==> src/rtl/tausworthe_ctrl.sv <==
// tausworthe_ctrl: owns the three Tausworthe state words, sanitises seeds,
// discards warm-up outputs and shares one word per cycle among NREQ
// requesters through a round-robin arbiter.
module tausworthe_ctrl #(
    parameter int          NREQ      = 4,
    parameter int          WARMUP    = 8,
    parameter logic [31:0] SEED0_DEF = 32'h0000_1234,
    parameter logic [31:0] SEED1_DEF = 32'h0000_5678,
    parameter logic [31:0] SEED2_DEF = 32'h0009_ABCD
) (
    input  logic            clk,
    input  logic            rst_n,
    input  logic            ce,
    input  logic            seed_load,
    input  logic [31:0]     seed0,
    input  logic [31:0]     seed1,
    input  logic [31:0]     seed2,
    input  logic [NREQ-1:0] req,
    output logic [NREQ-1:0] gnt,
    output logic            rnd_valid,
    output logic [31:0]     rnd_data,
    output logic            ready
);

    localparam int unsigned NR     = NREQ;
    localparam int unsigned PW     = (NREQ > 1) ? $clog2(NREQ) : 1;
    localparam logic [7:0]  WARM_N = 8'(WARMUP);

    typedef enum logic {
        ST_WARM,
        ST_RUN
    } state_t;

    state_t          state_q, state_d;
    logic [7:0]      cnt_q, cnt_d;
    logic [31:0]     s0_q, s0_d;
    logic [31:0]     s1_q, s1_d;
    logic [31:0]     s2_q, s2_d;
    logic [PW-1:0]   ptr_q, ptr_d;
    logic [NREQ-1:0] gnt_q, gnt_d;
    logic            valid_q, valid_d;
    logic [31:0]     data_q, data_d;
    logic            ready_q, ready_d;

    logic [31:0]     s0_nx, s1_nx, s2_nx, word_nx;
    logic [31:0]     seed0_san, seed1_san, seed2_san;
    logic            hit;
    logic [PW-1:0]   sel;
    logic [PW-1:0]   idx;

    // One generator step from the current state, plus sanitised seed values
    always_comb begin
        s0_nx   = ((s0_q & 32'hFFFF_FFFE) << 12) ^ (((s0_q << 13) ^ s0_q) >> 19);
        s1_nx   = ((s1_q & 32'hFFFF_FFF8) << 4)  ^ (((s1_q << 2)  ^ s1_q) >> 25);
        s2_nx   = ((s2_q & 32'hFFFF_FFF0) << 17) ^ (((s2_q << 3)  ^ s2_q) >> 11);
        word_nx = s0_nx ^ s1_nx ^ s2_nx;

        seed0_san = (seed0 < 32'd2)  ? (seed0 | 32'd2)  : seed0;
        seed1_san = (seed1 < 32'd8)  ? (seed1 | 32'd8)  : seed1;
        seed2_san = (seed2 < 32'd16) ? (seed2 | 32'd16) : seed2;
    end

    // Round-robin pick: first requester at or after the priority pointer
    always_comb begin
        hit = 1'b0;
        sel = '0;
        idx = '0;
        for (int unsigned k = 0; k < NR; k++) begin
            idx = PW'((32'(ptr_q) + k) % NR);
            if (!hit && req[idx]) begin
                hit = 1'b1;
                sel = idx;
            end
        end
    end

    // Next-state: seed load beats everything, ce gates stepping and granting
    always_comb begin
        state_d = state_q;
        cnt_d   = cnt_q;
        s0_d    = s0_q;
        s1_d    = s1_q;
        s2_d    = s2_q;
        ptr_d   = ptr_q;
        gnt_d   = '0;
        valid_d = 1'b0;
        data_d  = data_q;

        if (seed_load) begin
            s0_d    = seed0_san;
            s1_d    = seed1_san;
            s2_d    = seed2_san;
            cnt_d   = '0;
            state_d = ST_WARM;
        end else if (ce) begin
            case (state_q)
                ST_WARM: begin
                    // Transition cycle does not step, so WARMUP=0 never steps
                    if (cnt_q == WARM_N) begin
                        state_d = ST_RUN;
                    end else begin
                        s0_d  = s0_nx;
                        s1_d  = s1_nx;
                        s2_d  = s2_nx;
                        cnt_d = cnt_q + 8'd1;
                    end
                end
                ST_RUN: begin
                    if (hit) begin
                        s0_d       = s0_nx;
                        s1_d       = s1_nx;
                        s2_d       = s2_nx;
                        gnt_d[sel] = 1'b1;
                        valid_d    = 1'b1;
                        data_d     = word_nx;
                        ptr_d      = (sel == PW'(NR - 1)) ? '0 : sel + 1'b1;
                    end
                end
                default: state_d = ST_WARM;
            endcase
        end

        ready_d = (state_d == ST_RUN);
    end

    // State and registered outputs
    always_ff @(posedge clk or negedge rst_n) begin
        if (!rst_n) begin
            state_q <= ST_WARM;
            cnt_q   <= '0;
            s0_q    <= SEED0_DEF;
            s1_q    <= SEED1_DEF;
            s2_q    <= SEED2_DEF;
            ptr_q   <= '0;
            gnt_q   <= '0;
            valid_q <= 1'b0;
            data_q  <= '0;
            ready_q <= 1'b0;
        end else begin
            state_q <= state_d;
            cnt_q   <= cnt_d;
            s0_q    <= s0_d;
            s1_q    <= s1_d;
            s2_q    <= s2_d;
            ptr_q   <= ptr_d;
            gnt_q   <= gnt_d;
            valid_q <= valid_d;
            data_q  <= data_d;
            ready_q <= ready_d;
        end
    end

    assign gnt       = gnt_q;
    assign rnd_valid = valid_q;
    assign rnd_data  = data_q;
    assign ready     = ready_q;

endmodule

==> config.mk <==
export PLATFORM = sky130hd
export DESIGN_NAME = tausworthe_ctrl
export DESIGN_NICKNAME = d
export VERILOG_FILES = /design/src/rtl/tausworthe_ctrl.sv
export SDC_FILE = /design/constraint.sdc
export NUM_CORES = 1
export LEC_CHECK = 0
export BUFFER_PORTS_ARGS = -buffer_cell sky130_fd_sc_hd__buf_2
export CAP_MARGIN = 20
export CELL_PAD_IN_SITES_DETAIL_PLACEMENT = 1
export CELL_PAD_IN_SITES_GLOBAL_PLACEMENT = 1
export CORE_ASPECT_RATIO = 2
export CORE_MARGIN = 4
export CORE_UTILIZATION = 30
export CTS_CLUSTER_DIAMETER = 50
export DETAILED_ROUTE_END_ITERATION = 7
export PLACE_DENSITY = 0.62
export SLEW_MARGIN = 10
export SYNTH_ARGS = -nofsm -noshare
export SYNTH_HDL_FRONTEND = slang
export SYNTH_SLANG_ARGS = --single-unit
export TNS_END_PERCENT = 50
==> constraint.sdc <==
create_clock -name clk -period 4.9 [get_ports clk]
set_input_delay 0.49 -clock clk [delete_from_list [all_inputs] [get_ports clk]]
set_output_delay 0.49 -clock clk [all_outputs]
set_load 0.005 [all_outputs]
==> Word-level counts from Yosys, hierarchy flattened <==
Cells that the tools add are included.
Widths: inputs -> output; s select.
{ "word_totals": {"wordCells": 103, "out_inout_bits": 38, "reg_bits": 144, "input_bits": 104} }
{ "classes": {"n_mux": 53, "order_cmp": 9, "n_eq_ne": 6, "add_sub_neg": 5, "n_reduce_logical": 11, "bitwise": 10} }
{ "op_table": {"columns": ["operator", "n"], "rows": [
  ["$mux 32", 12],
  ["$pmux 32 s2", 3],
  ["$xor 32x32->32", 5],
  ["$lt 32x2->1 const B", 1],
  ["$lt 32x4->1 const B", 1],
  ["$lt 32x5->1 const B", 1],
  ["$mux 8", 4],
  ["$xor 32x13->32", 1],
  ["$xor 32x21->32", 1],
  ["$xor 32x7->32", 1],
  ["$mux 4", 5],
  ["$mux 1", 17],
  ["$lt 2x3->1 const B", 5],
  ["$mux 2", 6],
  ["$add 8x1->8 const B", 1],
  ["$bmux 1 s2", 4],
  ["$eq 8x4->1 const B", 1],
  ["$reduce_and 3->1", 2],
  ["$mux 5", 1],
  ["$add 2x1->2 const B", 2],
  ["$add 2x2->2 const B", 2],
  ["$logic_and 1x1->1", 4],
  ["$ne 2x2->1 const B", 2],
  ["$reduce_and 4->1", 1],
  ["8 further kinds", 11]
]} }

==> Logic depth before layout (Yosys ltp) <==
{ "logic_depth": {"ltp_word": 20, "mapped_depth": 9} }

==> Least setup slack after synthesis <==
Ideal clock, no wire load.
{ "synth_timing": {"path_type": "input -> register", "start": "input req[0]", "end": "register s2_q[10]", "setup_ns": 0.121, "t_required_ns": 4.779, "cell_stages": 7, "path_slack_ns": 2.866, "t_arrival_ns": 1.913, "path_cell_list": "or4_4 -> a31oi_4 -> and2_1 -> buf_2 -> buf_4 -> buf_6 -> o21ai_1"} }
{ "synth_between": {"elab_chain_len": 14} }
{ "synth_lines": {"columns": ["element", "line_no", "source"], "rows": [
  ["from (decl)", "18", "input logic [NREQ-1:0] req,"],
  ["$bmux 1 s2", "70", "if (!hit && req[idx]) begin"],
  ["$mux 1 (implied by the code)", "70", null],
  ["$mux 1", "70", null],
  ["$logic_not 1->1", "70", null],
  ["$logic_and 1x1->1", "70", null],
  ["$mux 1", "70", null],
  ["$logic_not 1->1", "70", null],
  ["$logic_and 1x1->1", "70", null],
  ["$mux 1", "70", null],
  ["$logic_not 1->1", "70", null],
  ["$logic_and 1x1->1", "70", null],
  ["$mux 1 *", "70", null],
  ["$ne 3x2->1 (no line) *", null, null],
  ["$reduce_and 3->1 (no line) *", null, null],
  ["to (signal assigned)", "133", "s2_q <= SEED2_DEF;"],
  ["to (signal assigned)", "144", "s2_q <= s2_d;"],
  ["to (decl)", "38", "logic [31:0] s2_q, s2_d;"]
]} }
Every way passes the cells marked *; elsewhere a longest branch is shown, timed or not. The select of a mux whose other input is x is not followed.
A chain may end at the register's enable or synchronous reset.

==> Worst setup path in the final report <==
{ "layout_timing": {"start": "register cnt_q[2]", "end": "register s0_q[24]"} }
{ "layout_between": {"elab_chain_len": 3} }
{ "layout_lines": {"columns": ["element", "line_no", "source"], "rows": [
  ["from (decl)", "35", "logic [7:0] cnt_q, cnt_d;"],
  ["from (signal assigned)", "141", "cnt_q <= cnt_d;"],
  ["$eq 8x4->1", "99", "if (cnt_q == WARM_N) begin"],
  ["$ne 3x3->1 (no line)", null, null],
  ["$reduce_and 3->1 (no line)", null, null],
  ["to (signal assigned)", "131", "s0_q <= SEED0_DEF;"],
  ["to (signal assigned)", "142", "s0_q <= s0_d;"],
  ["to (decl)", "36", "logic [31:0] s0_q, s0_d;"]
]} }
No other way between the ends.

==> qor.csv <==
metric;value;unit
globalRouteOverflowTotal;0;
post_cts_resize_count;0;
ant_nets;0;
htreeDepth;4;
synth-edff-count;0;
synth_common_cells;dfrtp_1 (114), o21ai_0 (106), nand3_1 (87);
crit_path_max_fanout;88;
die_y;228.6;µm
max-vdd-ir-drop;0.0002216;V
ys_types;40;
gr-usage-all-layers;19.68;%
ys_seq_area_share;47.01;%
worst_pin_slew;1.034;ns
setup_viol;0;
setup_tns;0;ns
cpPeakStageDelay;0.83;ns
start_util;30.51;%
netlist_area;7298;µm²
vias;5879;
reg2reg_depth;5;
grt_max_degree;99;
r2r_start;cnt_q[2]$_DFFE_PN0P_;
core_area;23920;µm²
finalCriticalPeriod;2.930;ns
rsz0062_at_grt;no;
hpwl;19.53;mm
antenna_found_initial;0;
cts_buffers;17;
required;5.17;ns
timing.max_cap.violations;0;
drc;0;
finClkSkew;0.01098;ns
placed_cell_area;8145;µm²
port_buffers;133;
final_cell_area;8713;µm²
relSlewSlack;31.08;%
cts_root_buf;clkbuf_16;
path_clk_slew;0.06;ns
fmax;341.3;MHz
synth_top_cell_area_share;39.09;%
startpoint_type;flip-flop;
yosys.area.top_type;dfrtp_1;
drt_iter0_drc;244;
outcome;complete, no violations;
grt_pass1_vias;6424;
slowest_stage;and2_4;
worstPathArrival;3.20;ns
cp-end-kind;flip-flop;
cts_setup_buffers;0;
cts_buffer_depth;2;
first_pass_iters;4;
insertion_delay;0.45;ns
drive_gt1_share;24.15;%
gp_congestion;0.8023;
finalHoldViolCount;0;
power_density;506.4;nW/µm²
synth_fp_nets;841;
async_flop_share;100.0;%
cts.sinks;136;
wl_per_cell;23.20;µm
hold_ws;0.1255;ns
worstSetupPathType;flip-flop to flip-flop;
avgSynthCellArea;9.984;µm²
via_per_inst;5.175;
crit_start;cnt_q[2]$_DFFE_PN0P_;
final_nets;946;
holdBufCountCts;0;
rrSetupSlack;1.97;ns
hp-class;input pin to async pin;
synth_cells;731;
die_area;27040;µm²
cp_cell_sequence;nor4b_1 > a31o_2 > buf_4 > and2_4 > o21ai_0;
slew_violations;0;
routed_wl;26.36;mm
grt_pass1_wl;39.50;mm
synth.area.top_cells;dfrtp_1 (39%), mux2i_1 (10%), xnor2_1 (9.0%), dfstp_2 (7.9%), o21ai_0 (7.3%);
p_leak;0.003841;µW
io_pins;142;
timing.rr.end;s0_q[24]$_DFFE_PN0P_;
ys_warn_count;0;
synth_top_flop_cell;dfrtp_1;
n_antenna_cell;0;
cts_tree;done;
synth.ff_latch_count;136;
area_growth;19.39;%
synth_most_common_cell;dfrtp_1;
die_w;118.3;µm
fin_crit_sh;59.80;%
row_count;80;
==> report_power, final <==
| part | internal [µW] | total [µW] | leakage (µW) | switching, µW |
|---|---|---|---|---|
| clock network | 715 | 1260 | 0.000262 | 548 |
| logic | 627 | 1390 | 0.00194 | 758 |
| registers | 1450 | 1760 | 0.00164 | 314 |
==> kinds of logic (layout without fill, tap and decap cells) <==
logic type / Yosys count / in the layout / share of synthesized area (%)
xor gates and xnor gates: 111 / 111 / 13.32
muxes: 83 / 83 / 11.50
and+or+nand+nor: 188 / 188 / 12.74
buffers and inverters: 63 / 181 / 3.771
adders and majority gates: 6 / 6 / 1.029
DFF: 136 / 136 / 47.01
AOI/OAI and AO/OA: 144 / 144 / 10.63
==> registers in the layout (all words and copies together), names as in the netlist <==
name	count
rnd_valid	1
cnt_q	8
s0_q	31
gnt	4
s2_q	28
s1_q	29
ptr_q	2
ready	1
rnd_data	32
==> critical path, delay by kind of cell (launching register included) <==
family	cells	cell delay (ns)
AOI/OAI and AO/OA	2	0.50
buffers and inverters	1	0.40
DFF	1	0.43
and+or+nand+nor	2	1.35
==> layout make-up <==
type                            instances  area [µm²]
Fill cell                            2739       15210
Multi-Input combinational cell        532        3595
Sequential cell                       136        3431
Timing Repair Buffer                  140       726.9
Clock buffer                           19       442.9
Tap cell                              287       359.1
Clock inverter                         13       125.1
Inverter                                9       33.78
==> worst max path at each step <==
stage / endpoint / cells after the start
3_5_place_dp: s2_q[5]$_DFFE_PN0P_ / 5
2_1_floorplan: s2_q[10]$_DFFE_PN0P_ / 7
3_3_place_gp: s0_q[1]$_DFFE_PN0P_ / 6
6_report: s0_q[24]$_DFFE_PN0P_ / 5
5_1_grt: s2_q[30]$_DFFE_PN0P_ / 5
4_1_cts: s0_q[30]$_DFFE_PN0P_ / 5
==> cell usage in the layout, fill, tap and decap left out, types with 3 or more instances in the layout <==
cell,instances
inv_1,8
a22o_1,3
a21oi_1,5
clkinvlp_4,5
buf_4,8
dfstp_2,22
nand4_1,7
mux2i_1,76
nor4_1,21
dfrtp_1,114
clkbuf_16,17
nand3_1,87
o21ai_1,20
mux2_2,7
buf_2,131
nor2_1,14
xnor2_1,75
nor3_1,5
clkinv_4,4
nand2_1,42
o21ai_0,106
and2_1,4
xor2_1,36
ha_1,6
==> per-stage QoR <==
stage | power, µW | std cells | setup WS, ns | util (%)
2_1_floorplan | 2558 | 731 | 2.866 | -
3_3_place_gp | 3166 | 1104 | 1.993 | 34.05
3_5_place_dp | 3203 | 1104 | 1.997 | 34.05
4_1_cts | 4470 | 1136 | 1.963 | 36.42
5_1_grt | 4664 | 1136 | 1.767 | 36.42
6_report | 4412 | 1136 | 1.970 | 36.42
==> layer usage <==
layer / share of wire, % / vias up / global-route usage [%]
met1: 36 / 2926 / 20.42
li1: - / 2773 / -
met3: 3.1 / 43 / 3.294
met5: 0 / - / 0
met2: 56 / 137 / 37.67
met4: 4.6 / 0 / 9.284
Note: power is estimated with default switching activity, not from simulation.
